[config.mk]
export PLATFORM = sky130hd
export DESIGN_NAME = csa_accumulator_flat
export DESIGN_NICKNAME = d
export VERILOG_FILES = /design/src/rtl/csa_accumulator_pkg.sv /design/src/rtl/csa_accumulator_if.sv /design/src/rtl/carry_select_adder.sv /design/src/rtl/csa_accumulator_csa_row.sv /design/src/rtl/csa_accumulator.sv /design/src/flat_wrapper.sv
export SDC_FILE = /design/constraint.sdc
export NUM_CORES = 1
export LEC_CHECK = 0
export CAP_MARGIN = 20
export CELL_PAD_IN_SITES_DETAIL_PLACEMENT = 0
export CELL_PAD_IN_SITES_GLOBAL_PLACEMENT = 2
export CORE_ASPECT_RATIO = 0.5
export CORE_MARGIN = 4
export CORE_UTILIZATION = 33
export DETAILED_ROUTE_END_ITERATION = 10
export GPL_TIMING_DRIVEN = 0
export MAX_ROUTING_LAYER = met4
export PLACE_DENSITY_LB_ADDON = 0.12
export SLEW_MARGIN = 20
export SYNTH_ARGS = -nofsm -noshare
export SYNTH_HDL_FRONTEND = slang
export SYNTH_SLANG_ARGS = --single-unit
[constraint.sdc]
create_clock -name clk -period 4.45 [get_ports clk]
set_clock_uncertainty 0.2 [all_clocks]
set_input_delay 0.445 -clock clk [delete_from_list [all_inputs] [get_ports clk]]
set_output_delay 0.445 -clock clk [all_outputs]
set_load 0.02 [all_outputs]
[src/rtl/csa_accumulator_pkg.sv]
// Shared types and helpers for the carry-save streaming accumulator.
// Holds the FSM state encoding, default sizing and a width-generic sign extender.
package csa_accumulator_pkg;

  localparam int DEFAULT_N       = 32;
  localparam int DEFAULT_MAX_OPS = 16;
  localparam int EXT_MAX         = 64;

  typedef enum logic [1:0] {
    IDLE    = 2'd0,
    ACCUM   = 2'd1,
    RESOLVE = 2'd2,
    HOLD    = 2'd3
  } state_t;

  // Replicates bit (width-1) into every higher position; callers cast down to their own width.
  function automatic logic [EXT_MAX-1:0] signExtend(input logic [EXT_MAX-1:0] value,
                                                    input int width);
    logic [EXT_MAX-1:0] result;
    result = '0;
    for (int i = 0; i < EXT_MAX; i++) begin
      result[i] = (i < width) ? value[i] : value[width-1];
    end
    return result;
  endfunction

endpackage

[src/rtl/csa_accumulator_if.sv]
// Operand/result handshake bundle between an upstream producer, the accumulator and its consumer.
// The master side drives operands and out_ready; the slave side is the accumulator.
interface csa_accumulator_if
  import csa_accumulator_pkg::*;
#(
  parameter int N     = DEFAULT_N,
  parameter int GUARD = $clog2(DEFAULT_MAX_OPS)
);

  logic           in_valid;
  logic           in_ready;
  logic [N-1:0]   in_data;
  logic           in_last;
  logic           cin;
  logic           out_valid;
  logic           out_ready;
  logic [N-1:0]   out_sum;
  logic           out_OF;
  logic [GUARD:0] out_ops;
  logic           out_trunc;

  modport master (
    output in_valid, in_data, in_last, cin, out_ready,
    input  in_ready, out_valid, out_sum, out_OF, out_ops, out_trunc
  );

  modport slave (
    input  in_valid, in_data, in_last, cin, out_ready,
    output in_ready, out_valid, out_sum, out_OF, out_ops, out_trunc
  );

endinterface

[src/rtl/carry_select_adder.sv]
// W-bit carry-select adder: each BLK-bit slice precomputes its sum for both
// carry-in values and the incoming block carry picks one.
module carry_select_adder #(
  parameter int W   = 32,
  parameter int BLK = 4
) (
  input  logic [W-1:0] i_a,
  input  logic [W-1:0] i_b,
  input  logic         i_cin,
  output logic [W-1:0] o_sum
);

  localparam int NB = (W + BLK - 1) / BLK;
  localparam int WP = NB * BLK;

  logic [WP-1:0] w_a;
  logic [WP-1:0] w_b;
  logic [WP-1:0] w_sum;
  logic [NB-1:0] w_carry;

  assign w_a        = WP'(i_a);
  assign w_b        = WP'(i_b);
  assign w_carry[0] = i_cin;

  for (genvar g = 0; g < NB; g++) begin : gBlock
    if (g < NB - 1) begin : gMid
      logic [BLK:0] w_sum0;
      logic [BLK:0] w_sum1;
      assign w_sum0 = {1'b0, w_a[g*BLK +: BLK]} + {1'b0, w_b[g*BLK +: BLK]};
      assign w_sum1 = {1'b0, w_a[g*BLK +: BLK]} + {1'b0, w_b[g*BLK +: BLK]} + (BLK+1)'(1);
      assign w_sum[g*BLK +: BLK] = w_carry[g] ? w_sum1[BLK-1:0] : w_sum0[BLK-1:0];
      assign w_carry[g+1]        = w_carry[g] ? w_sum1[BLK] : w_sum0[BLK];
    end else begin : gTop
      // The top slice has no carry-out consumer, so it is built BLK bits wide.
      logic [BLK-1:0] w_top0;
      logic [BLK-1:0] w_top1;
      assign w_top0 = w_a[g*BLK +: BLK] + w_b[g*BLK +: BLK];
      assign w_top1 = w_a[g*BLK +: BLK] + w_b[g*BLK +: BLK] + BLK'(1);
      assign w_sum[g*BLK +: BLK] = w_carry[g] ? w_top1 : w_top0;
    end
  end

  assign o_sum = w_sum[W-1:0];

endmodule

[src/rtl/csa_accumulator_csa_row.sv]
// One 3:2 compressor row: reduces three W-bit vectors to a sum vector and an
// unshifted majority (carry) vector. Purely combinational.
module csa_row #(
  parameter int W = 36
) (
  input  logic [W-1:0] i_a,
  input  logic [W-1:0] i_b,
  input  logic [W-1:0] i_c,
  output logic [W-1:0] o_s,
  output logic [W-1:0] o_m
);

  assign o_s = i_a ^ i_b ^ i_c;
  assign o_m = (i_a & i_b) | (i_a & i_c) | (i_b & i_c);

endmodule

[src/rtl/csa_accumulator.sv]
// Streaming signed multi-operand accumulator: keeps the running total in carry-save
// form and resolves it once per burst through a carry-select adder.
module csa_accumulator
  import csa_accumulator_pkg::*;
#(
  parameter int N       = DEFAULT_N,
  parameter int MAX_OPS = DEFAULT_MAX_OPS,
  parameter int GUARD   = $clog2(MAX_OPS)
) (
  input  logic                clk,
  input  logic                rst_n,
  csa_accumulator_if.slave    bus
);

  localparam int             W         = N + GUARD;
  localparam logic [GUARD:0] OPS_ONE   = (GUARD+1)'(1);
  localparam logic [GUARD:0] OPS_LIMIT = (GUARD+1)'(MAX_OPS);

  state_t         r_state;
  logic [W-1:0]   r_s;
  logic [W-1:0]   r_c;
  logic [GUARD:0] r_cnt;
  logic           r_truncPend;
  logic           r_inReady;
  logic           r_outValid;
  logic [N-1:0]   r_sum;
  logic           r_of;
  logic [GUARD:0] r_ops;
  logic           r_trunc;

  logic           w_accept;
  logic [W-1:0]   w_x;
  logic [W-1:0]   w_cinVec;
  logic [W-1:0]   w_s;
  logic [W-1:0]   w_m;
  logic [W-1:0]   w_r;
  logic [GUARD:0] w_cntNext;
  logic [GUARD:0] w_hi;
  logic           w_overflow;

  assign w_accept  = bus.in_valid & r_inReady;
  assign w_x       = W'(signExtend(EXT_MAX'(bus.in_data), N));
  assign w_cinVec  = {{(W-1){1'b0}}, bus.cin};
  assign w_cntNext = r_cnt + OPS_ONE;

  csa_row #(.W(W)) uRow (
    .i_a (r_s),
    .i_b (r_c),
    .i_c (w_x),
    .o_s (w_s),
    .o_m (w_m)
  );

  carry_select_adder #(.W(W)) uAdder (
    .i_a   (r_s),
    .i_b   (r_c),
    .i_cin (1'b0),
    .o_sum (w_r)
  );

  // The guard bits plus the N-bit sign bit must all agree for the sum to fit in N bits.
  assign w_hi       = w_r[W-1:N-1];
  assign w_overflow = ~((&w_hi) | (~|w_hi));

  always_ff @(posedge clk or negedge rst_n) begin
    if (!rst_n) begin
      r_state     <= IDLE;
      r_s         <= '0;
      r_c         <= '0;
      r_cnt       <= '0;
      r_truncPend <= 1'b0;
      r_inReady   <= 1'b1;
      r_outValid  <= 1'b0;
      r_sum       <= '0;
      r_of        <= 1'b0;
      r_ops       <= '0;
      r_trunc     <= 1'b0;
    end else begin
      case (r_state)
        IDLE: begin
          if (w_accept) begin
            r_s         <= w_x;
            r_c         <= w_cinVec;
            r_cnt       <= OPS_ONE;
            r_truncPend <= 1'b0;
            if (bus.in_last) begin
              r_state   <= RESOLVE;
              r_inReady <= 1'b0;
            end else begin
              r_state   <= ACCUM;
            end
          end
        end
        ACCUM: begin
          if (w_accept) begin
            r_s   <= w_s;
            r_c   <= w_m << 1;
            r_cnt <= w_cntNext;
            if (bus.in_last || (w_cntNext == OPS_LIMIT)) begin
              r_state     <= RESOLVE;
              r_inReady   <= 1'b0;
              r_truncPend <= ~bus.in_last;
            end
          end
        end
        RESOLVE: begin
          r_sum      <= w_r[N-1:0];
          r_of       <= w_overflow;
          r_ops      <= r_cnt;
          r_trunc    <= r_truncPend;
          r_outValid <= 1'b1;
          r_state    <= HOLD;
        end
        HOLD: begin
          if (bus.out_ready) begin
            r_outValid <= 1'b0;
            r_inReady  <= 1'b1;
            r_state    <= IDLE;
          end
        end
        default: begin
          r_state    <= IDLE;
          r_inReady  <= 1'b1;
          r_outValid <= 1'b0;
        end
      endcase
    end
  end

  assign bus.in_ready  = r_inReady;
  assign bus.out_valid = r_outValid;
  assign bus.out_sum   = r_sum;
  assign bus.out_OF    = r_of;
  assign bus.out_ops   = r_ops;
  assign bus.out_trunc = r_trunc;

endmodule
[src/flat_wrapper.sv]
// flat-port wrapper written by rule: the top's interface ports become plain ports
module csa_accumulator_flat import csa_accumulator_pkg::*;
#(
  parameter int N       = DEFAULT_N,
  parameter int MAX_OPS = DEFAULT_MAX_OPS,
  parameter int GUARD   = $clog2(MAX_OPS)
)
  (clk, rst_n, bus_in_valid, bus_in_data, bus_in_last, bus_cin, bus_out_ready, bus_in_ready, bus_out_valid, bus_out_sum, bus_out_OF, bus_out_ops, bus_out_trunc);
  csa_accumulator_if #(.N(N), .GUARD(GUARD)) bus_i ();
  input  logic clk;
  input  logic rst_n;
  input wire logic [$bits(bus_i.in_valid)-1:0] bus_in_valid;
  input wire logic [$bits(bus_i.in_data)-1:0] bus_in_data;
  input wire logic [$bits(bus_i.in_last)-1:0] bus_in_last;
  input wire logic [$bits(bus_i.cin)-1:0] bus_cin;
  input wire logic [$bits(bus_i.out_ready)-1:0] bus_out_ready;
  output wire logic [$bits(bus_i.in_ready)-1:0] bus_in_ready;
  output wire logic [$bits(bus_i.out_valid)-1:0] bus_out_valid;
  output wire logic [$bits(bus_i.out_sum)-1:0] bus_out_sum;
  output wire logic [$bits(bus_i.out_OF)-1:0] bus_out_OF;
  output wire logic [$bits(bus_i.out_ops)-1:0] bus_out_ops;
  output wire logic [$bits(bus_i.out_trunc)-1:0] bus_out_trunc;
  assign bus_i.in_valid = bus_in_valid;
  assign bus_i.in_data = bus_in_data;
  assign bus_i.in_last = bus_in_last;
  assign bus_i.cin = bus_cin;
  assign bus_i.out_ready = bus_out_ready;
  assign bus_in_ready = bus_i.in_ready;
  assign bus_out_valid = bus_i.out_valid;
  assign bus_out_sum = bus_i.out_sum;
  assign bus_out_OF = bus_i.out_OF;
  assign bus_out_ops = bus_i.out_ops;
  assign bus_out_trunc = bus_i.out_trunc;
  csa_accumulator #(.N(N), .MAX_OPS(MAX_OPS), .GUARD(GUARD)) u_core (.clk(clk), .rst_n(rst_n), .bus(bus_i));
endmodule
**Yosys cells after proc, flatten, opt, wreduce, memory -nomap -nowiden**

Cells that the tools add are included.
Widths: inputs -> output; s select.

- Bitwise gates (word level): 11
- Add/sub/neg operators: 18
- Multiplexer cells: 42
- Eq/ne operators: 9
- Reductions and logical operators: 13

Operator list:

| cell | count |
|---|---|
| $mux 36 | 4 |
| $pmux 36 s2 | 2 |
| $and 35x35->35 | 3 |
| $xor 36x36->36 | 2 |
| $or 35x35->35 | 2 |
| $add 4x4->5 | 8 |
| $add 5x1->5 const B | 8 |
| $mux 4 | 8 |
| $mux 1 | 16 |
| $mux 2 | 5 |
| $mux 5 | 2 |
| $pmux 5 s2 | 1 |
| $pmux 2 s4 | 1 |
| $reduce_and 4->1 | 2 |
| $ne 2x1->1 const B | 3 |
| $reduce_and 6->1 | 1 |
| $eq 5x5->1 const B | 1 |
| $reduce_and 5->1 | 1 |
| $reduce_or 5->1 | 1 |
| $add 4x1->4 const B | 1 |
| $add 4x4->4 | 1 |
| $eq 2x2->1 const B | 2 |
| $ne 2x2->1 const B | 2 |
| $pmux 1 s2 | 2 |
| 12 further kinds | 14 |

- Register bits after elaboration: 121
- Output and inout port bits: 41
- Word-level logic and storage cells: 104
- Bits of input ports: 38

**Depth between registers and ports, before layout**

- Word-level depth: 14
- Mapped depth: 14
- Depth with buffers taken out: 14

**By module**

A second synthesis with hierarchy kept.

- Cells, all modules: 635
- Area, all modules: 7,607.3 µm²

By module, submodules not included:

| module | times used | sequential area each (µm²) | cells an instance | area an instance (µm²) |
|---|---|---|---|---|
| csa_accumulator | 1 | 3,029.2 | 391 | 4,977.3 |
| carry_select_adder | 1 | 0.0 | 208 | 1,909.3 |
| csa_row | 1 | 0.0 | 36 | 720.7 |

**Worst setup path after synthesis**

No wires, ideal clock.

- Path type: reg2reg
- Start: reg u_core.r_c[0]
- End: reg u_core.r_of, in the netlist u_core.bus.out_OF
- Required time: 4.106 ns
- Arrival: 3.888 ns
- Path slack: 0.218 ns
- Stages on the path, launching flop included: 15
- Buffers on the path: 0
- Setup time: 0.144 ns
- Path through: dfrtp_1 ha_1 fa_1 and3_2 o21ai_0 nor4_2 mux2i_1 mux2i_1 mux2i_1 mux2i_1 mux2i_1 mux2i_1 xnor2_1 mux2i_1 o221ai_1

- Cells in the longest elaborated chain, start to end: 13

Ends and longest elaborated chain:

| item | line | RTL |
|---|---|---|
| start: declaration | csa_accumulator.sv:21 | `logic [W-1:0] r_c;` |
| start signal: assignment | csa_accumulator.sv:83 | `r_c <= w_cinVec;` |
| start signal: assignment | csa_accumulator.sv:97 | `r_c <= w_m << 1;` |
| $add 4x4->5 (*) | carry_select_adder.sv:29 | `assign w_sum0 = {1'b0, w_a[g*BLK +: BLK]} + {1'b0, w_b[g*BLK +: BLK]};` |
| $mux 1 (*) (6 in a row) | carry_select_adder.sv:32 | `assign w_carry[g+1] = w_carry[g] ? w_sum1[BLK] : w_sum0[BLK];` |
| $mux 1 | carry_select_adder.sv:32 |  |
| $mux 4 | carry_select_adder.sv:39 | `assign w_sum[g*BLK +: BLK] = w_carry[g] ? w_top1 : w_top0;` |
| $reduce_or 5->1 | csa_accumulator.sv:63 | `assign w_overflow = ~((&w_hi) \| (~\|w_hi));` |
| $logic_not 1->1 | csa_accumulator.sv:63 |  |
| $or 1x1->1 (*) | csa_accumulator.sv:63 |  |
| $not 1->1 (*) | csa_accumulator.sv:63 |  |
| end signal: assignment | csa_accumulator.sv:108 | `r_of <= w_overflow;` |
| end: declaration | csa_accumulator.sv:27 | `logic r_of;` |

Every way passes the cells marked *; elsewhere a longest branch is shown, timed or not.
A chain may end at the register's enable or synchronous reset.

**Final worst setup path**

- Start: reg u_core.r_s[8]
- End: reg u_core.r_sum[30], in the netlist u_core.bus.out_sum[30]

- Cells in the longest elaborated chain, start to end: 8

Ends and longest elaborated chain:

| item | line | RTL |
|---|---|---|
| start: declaration | csa_accumulator.sv:20 | `logic [W-1:0] r_s;` |
| start signal: assignment | csa_accumulator.sv:82 | `r_s <= w_x;` |
| start signal: assignment | csa_accumulator.sv:96 | `r_s <= w_s;` |
| $add 4x4->5 (*) | carry_select_adder.sv:29, carry_select_adder.sv:30 |  |
| $add 5x1->5 | carry_select_adder.sv:30 | `assign w_sum1 = {1'b0, w_a[g*BLK +: BLK]} + {1'b0, w_b[g*BLK +: BLK]} + (BLK+1)'(1);` |
| $mux 1 (*) (5 in a row) | carry_select_adder.sv:32 |  |
| $mux 4 (*) | carry_select_adder.sv:31 | `assign w_sum[g*BLK +: BLK] = w_carry[g] ? w_sum1[BLK-1:0] : w_sum0[BLK-1:0];` |
| end signal: assignment | csa_accumulator.sv:107 | `r_sum <= w_r[N-1:0];` |
| end: declaration | csa_accumulator.sv:26 | `logic [N-1:0] r_sum;` |

Marked as above.

==> Flow_metrics.wiki <==
{| class="wikitable"
! Metric !! Value
|-
| Result of the run || finished, final reports clean
|-
| RSZ-0062 raised after global routing || yes
|-
| Number of buffers created by CTS || 17
|-
| Combinational Power Share || 0.039
|-
| Core occupancy in the finished layout || 0.429
|-
| Max-slew violations || 0
|-
| Number of standard-cell rows in the floorplan || 39
|-
| Routed wire length || slightly above 20,000 um
|-
| Slowest stage cell on the critical path || fa_1
|-
| Number of failing setup endpoints in the final timing report || 0
|-
| Main synth FF type || dfrtp_1
|-
| Clock sink total || 121
|-
| Total of max-cap violations || 0
|-
| Number of failing hold endpoints at the final stage || 0
|-
| Finished Cell Area || between 9000 and 10,000 sq um
|-
| Post-layout instance count excluding filler cells || about 1,200
|-
| Share of post-route cells with drive strength above 1 || 0.0975
|-
| Highest signal layer in the routed design || met4
|-
| CP cell instances || ha_4 -> fa_1 -> ha_2 -> and2_4 -> nand4_1 -> mux2i_4 -> mux2i_4 -> mux2i_4 -> mux2i_4 -> mux2i_4 -> buf_4 -> buf_6 -> xnor2_2 -> nand2_1 -> xnor2_1 -> mux2_2
|-
| Sw frac || 0.217
|-
| Cell family contributing the most delay on the critical path || multiplexers
|-
| First-pass GRT wire length || 33,500 um
|-
| Pwr dens || roughly 280 nW/um^2
|-
| Mapped Nets || 926
|-
| Endpoint required time on the critical path || about 4.6 ns
|-
| Hold_ws || roughly 0.30 ns
|-
| Vias in the first global route || 6,126
|-
| Mean cell area of the mapped netlist || about 9.6 sq um
|-
| Kind of end point of the critical path || flop
|-
| Die Span X || between 200 and 250 um
|-
| Antenna cells || 0
|-
| Final critical path time including I/O delays and setup || between 4 and 5 ns
|-
| Clock Power Share || 0.557
|-
| Global placement routability congestion || ~0.76
|-
| Number of flip-flops and latches in the synthesized netlist || 121
|-
| Initial cell density of the core || 0.336
|-
| Leftover overflow at the end of global routing || 0
|-
| Net Switching || about 0.6 mW
|-
| FFs w/ async S/R, synth || 1.00
|-
| Critical Setup Path Class || flop to flop
|-
| Peak supply drop || 0.168 mV
|-
| Number of library cell types mapped by synthesis || 40
|-
| Global routing usage summed across all routing layers || 0.175
|-
| Met2 routed WL || roughly 9600 um
|-
| Buffer cell driving the clock tree root || clkbuf_16
|-
| Fmax || 0.228 GHz
|-
| Max incr delay on CP || 0.51 ns
|-
| TritonCTS clock tree || done
|-
| Leakage power of the design || roughly 4.5 nW
|-
| Height of the die || 116 um
|-
| Commonest cells after routing, fill and taps aside || dfrtp_1, inv_1, o21ai_0
|-
| Count of yosys warnings during synthesis || 0
|-
| Vias after detailed routing || around 6,000
|-
| Routed wl met3 || between 600 and 700 um
|-
| Transition time at the pin with the least slew margin || ~0.8 ns
|-
| CP max FO || 3
|-
| DP Wirelength || around 15,000 um
|-
| Post-Syn Instances || 796
|-
| Most common cell after layout, fill and taps aside || dfrtp_1
|-
| Largest net degree at the start of global routing || 67
|-
| Reg power frac || 0.404
|-
| Critical path's most frequent cell || mux2i_4
|-
| Clock insertion delay at the later pin of the skew report || approximately 0.43 ns
|-
| I/O pins || 79
|-
| Final antenna-violating net count || 0
|-
| Wire length per cell after detailed routing || around 17 um
|-
| Number of remaining DRC errors || 0
|-
| Detailed-routing wirelength on met1 || about 10000 um
|-
| Internal Power || between 2 and 2.5 mW
|-
| Vias per cell || roughly 4.8
|-
| Post-placement cell area || between 8000 and 9000 sq um
|-
| Number of DRC markers in iteration 0 || between 200 and 300
|-
| H-tree levels || 4
|-
| Deepest clock path buffer count || 2
|-
| Total die area || between 20,000 and 30,000 sq um
|-
| Number of fill cells in the layout || between 2,000 and 2,500
|-
| Number of flops mapped to enable cells by yosys || 0
|-
| Kind of path behind the tightest hold check || flop to flop
|-
| Placed cell count || 1,182
|-
| Area growth from synthesis to final layout || 27.7%
|-
| IO buf count || 78
|-
| Mapped cell area || between 7000 and 8000 sq um
|-
| Setup TNS Final || 0 ns
|-
| Number of nets in the finished design || ~1,000
|-
| Share of synthesized area occupied by flip-flops and latches || 0.395
|-
| Data arrival at the endpoint of the critical path || about 4.5 ns
|-
| Buffers plus inverters on the worst setup path || 2
|-
| 1st-pass router iterations || 4
|-
| Core outline area || between 20,000 and 25,000 sq um
|-
| Clk pin slew, worst setup/hold paths || ~0.060 ns
|-
| Launching element type of the critical path || flop
|-
| Number of antenna violations at the first check in global routing || 0
|-
| Slew HR || 0.467
|-
| Period Utilization, post-route || 0.985
|}
-- layer usage --
layer / up-vias / global-route usage
met5: - / -
met4: 0 / 0.0599
met3: 19 / 0.0342
met2: 74 / 0.276
met1: 2891 / 0.228
li1: 2880 / -
-- area by class of cell --
class	count	area (sq um)	area share
Buffer	32	120	0.0123
Clock buffer	26	529	0.0540
Clock inverter	6	108	0.0110
Inverter	113	424	0.0433
Multi-Input combinational cell	530	4260	0.435
Sequential cell	121	3030	0.309
Tap cell	307	384	0.0392
Timing Repair Buffer	95	940	0.0959
-- sequential cells by signal, summed over array words and instances, names as in the netlist --
register / count
u_core.bus.out_valid: 1
u_core.r_c: 36
u_core.r_cnt: 5
u_core.bus.in_ready: 1
u_core.r_truncPend: 1
u_core.r_state: 2
u_core.bus.out_trunc: 1
u_core.bus.out_ops: 5
u_core.bus.out_sum: 32
u_core.bus.out_OF: 1
u_core.r_s: 36
-- power by group through the flow --
stage	clock network, mW	logic, mW	registers [mW]
floorplan	0	0.0319	1.12
global placement	0	0.105	1.12
detailed placement	0	0.108	1.12
CTS	1.56	0.110	1.10
global route	1.60	0.122	1.10
finish	1.52	0.105	1.10
-- synth_stat cells (11+ instances only) --
library cell,count,share of area
a21oi_1,40,0.026
nand4_1,11,0.0090
dfrtp_1,120,0.39
inv_1,113,0.055
fa_1,43,0.11
a21o_1,16,0.016
nand2_1,83,0.041
mux2i_1,18,0.023
o22ai_1,35,0.029
xor2_1,19,0.022
mux2_2,19,0.028
ha_1,49,0.080
nor2_1,37,0.018
xnor2_1,29,0.033
clkbuf_1,29,0.014
o21ai_0,86,0.056
-- kinds of logic after synthesis --
| group | Yosys count | synth area share |
|---|---|---|
| AO/OA/AOI/OAI | 187 | 0.137 |
| AND/OR/NAND/NOR | 166 | 0.0988 |
| buffers and inverters | 145 | 0.0709 |
| flip-flops | 121 | 0.395 |
| adder cells (fa/ha/maj) | 92 | 0.192 |
| XOR/XNOR | 48 | 0.0548 |
| multiplexers | 37 | 0.0514 |
-- through the flow --
step	power, mW	setup WS [ns]
final	2.72	0.0681
after global placement	1.23	-2.75
after global routing	2.83	-0.168
after detailed placement	1.23	-0.804
after floorplan	1.15	0.218
after CTS	2.77	-0.0141
-- worst paths after layout --
path | start | to | slack [ns] | depth (start not counted)
max in group asynchronous | rst_n | u_core.bus.in_ready | 2.97 | 3
min in group asynchronous | rst_n | u_core.bus.out_sum[10] | 0.34 | 2
max | u_core.r_s[8] | u_core.bus.out_sum[30] | 0.07 | 16
min | u_core.bus.out_trunc | u_core.bus.out_trunc | 0.30 | 1
max reg2reg | u_core.r_s[8] | u_core.bus.out_sum[30] | 0.07 | 16
min reg2reg | u_core.bus.out_trunc | u_core.bus.out_trunc | 0.30 | 1
-- timing repair --
item                                    CTS  global route
endpoints found under the hold margin    55             0
resized for setup                        25             5
endpoints found under the setup margin    7             4
hold buffers                              1             0
buffers inserted                         10             5
pin swaps                                 8             7
-- worst reg2reg max path: stages, from the launching register on --
cell and delay [ns]:
dfrtp_1 0.41, ha_4 0.18, fa_1 0.51, ha_2 0.19, and2_4 0.14, nand4_1 0.15, mux2i_4 0.25, mux2i_4 0.31
mux2i_4 0.33, mux2i_4 0.34, mux2i_4 0.37, buf_4 0.17, buf_6 0.09, xnor2_2 0.13, nand2_1 0.11, xnor2_1 0.13
mux2_2 0.27
(Power assumes the default switching activity.)
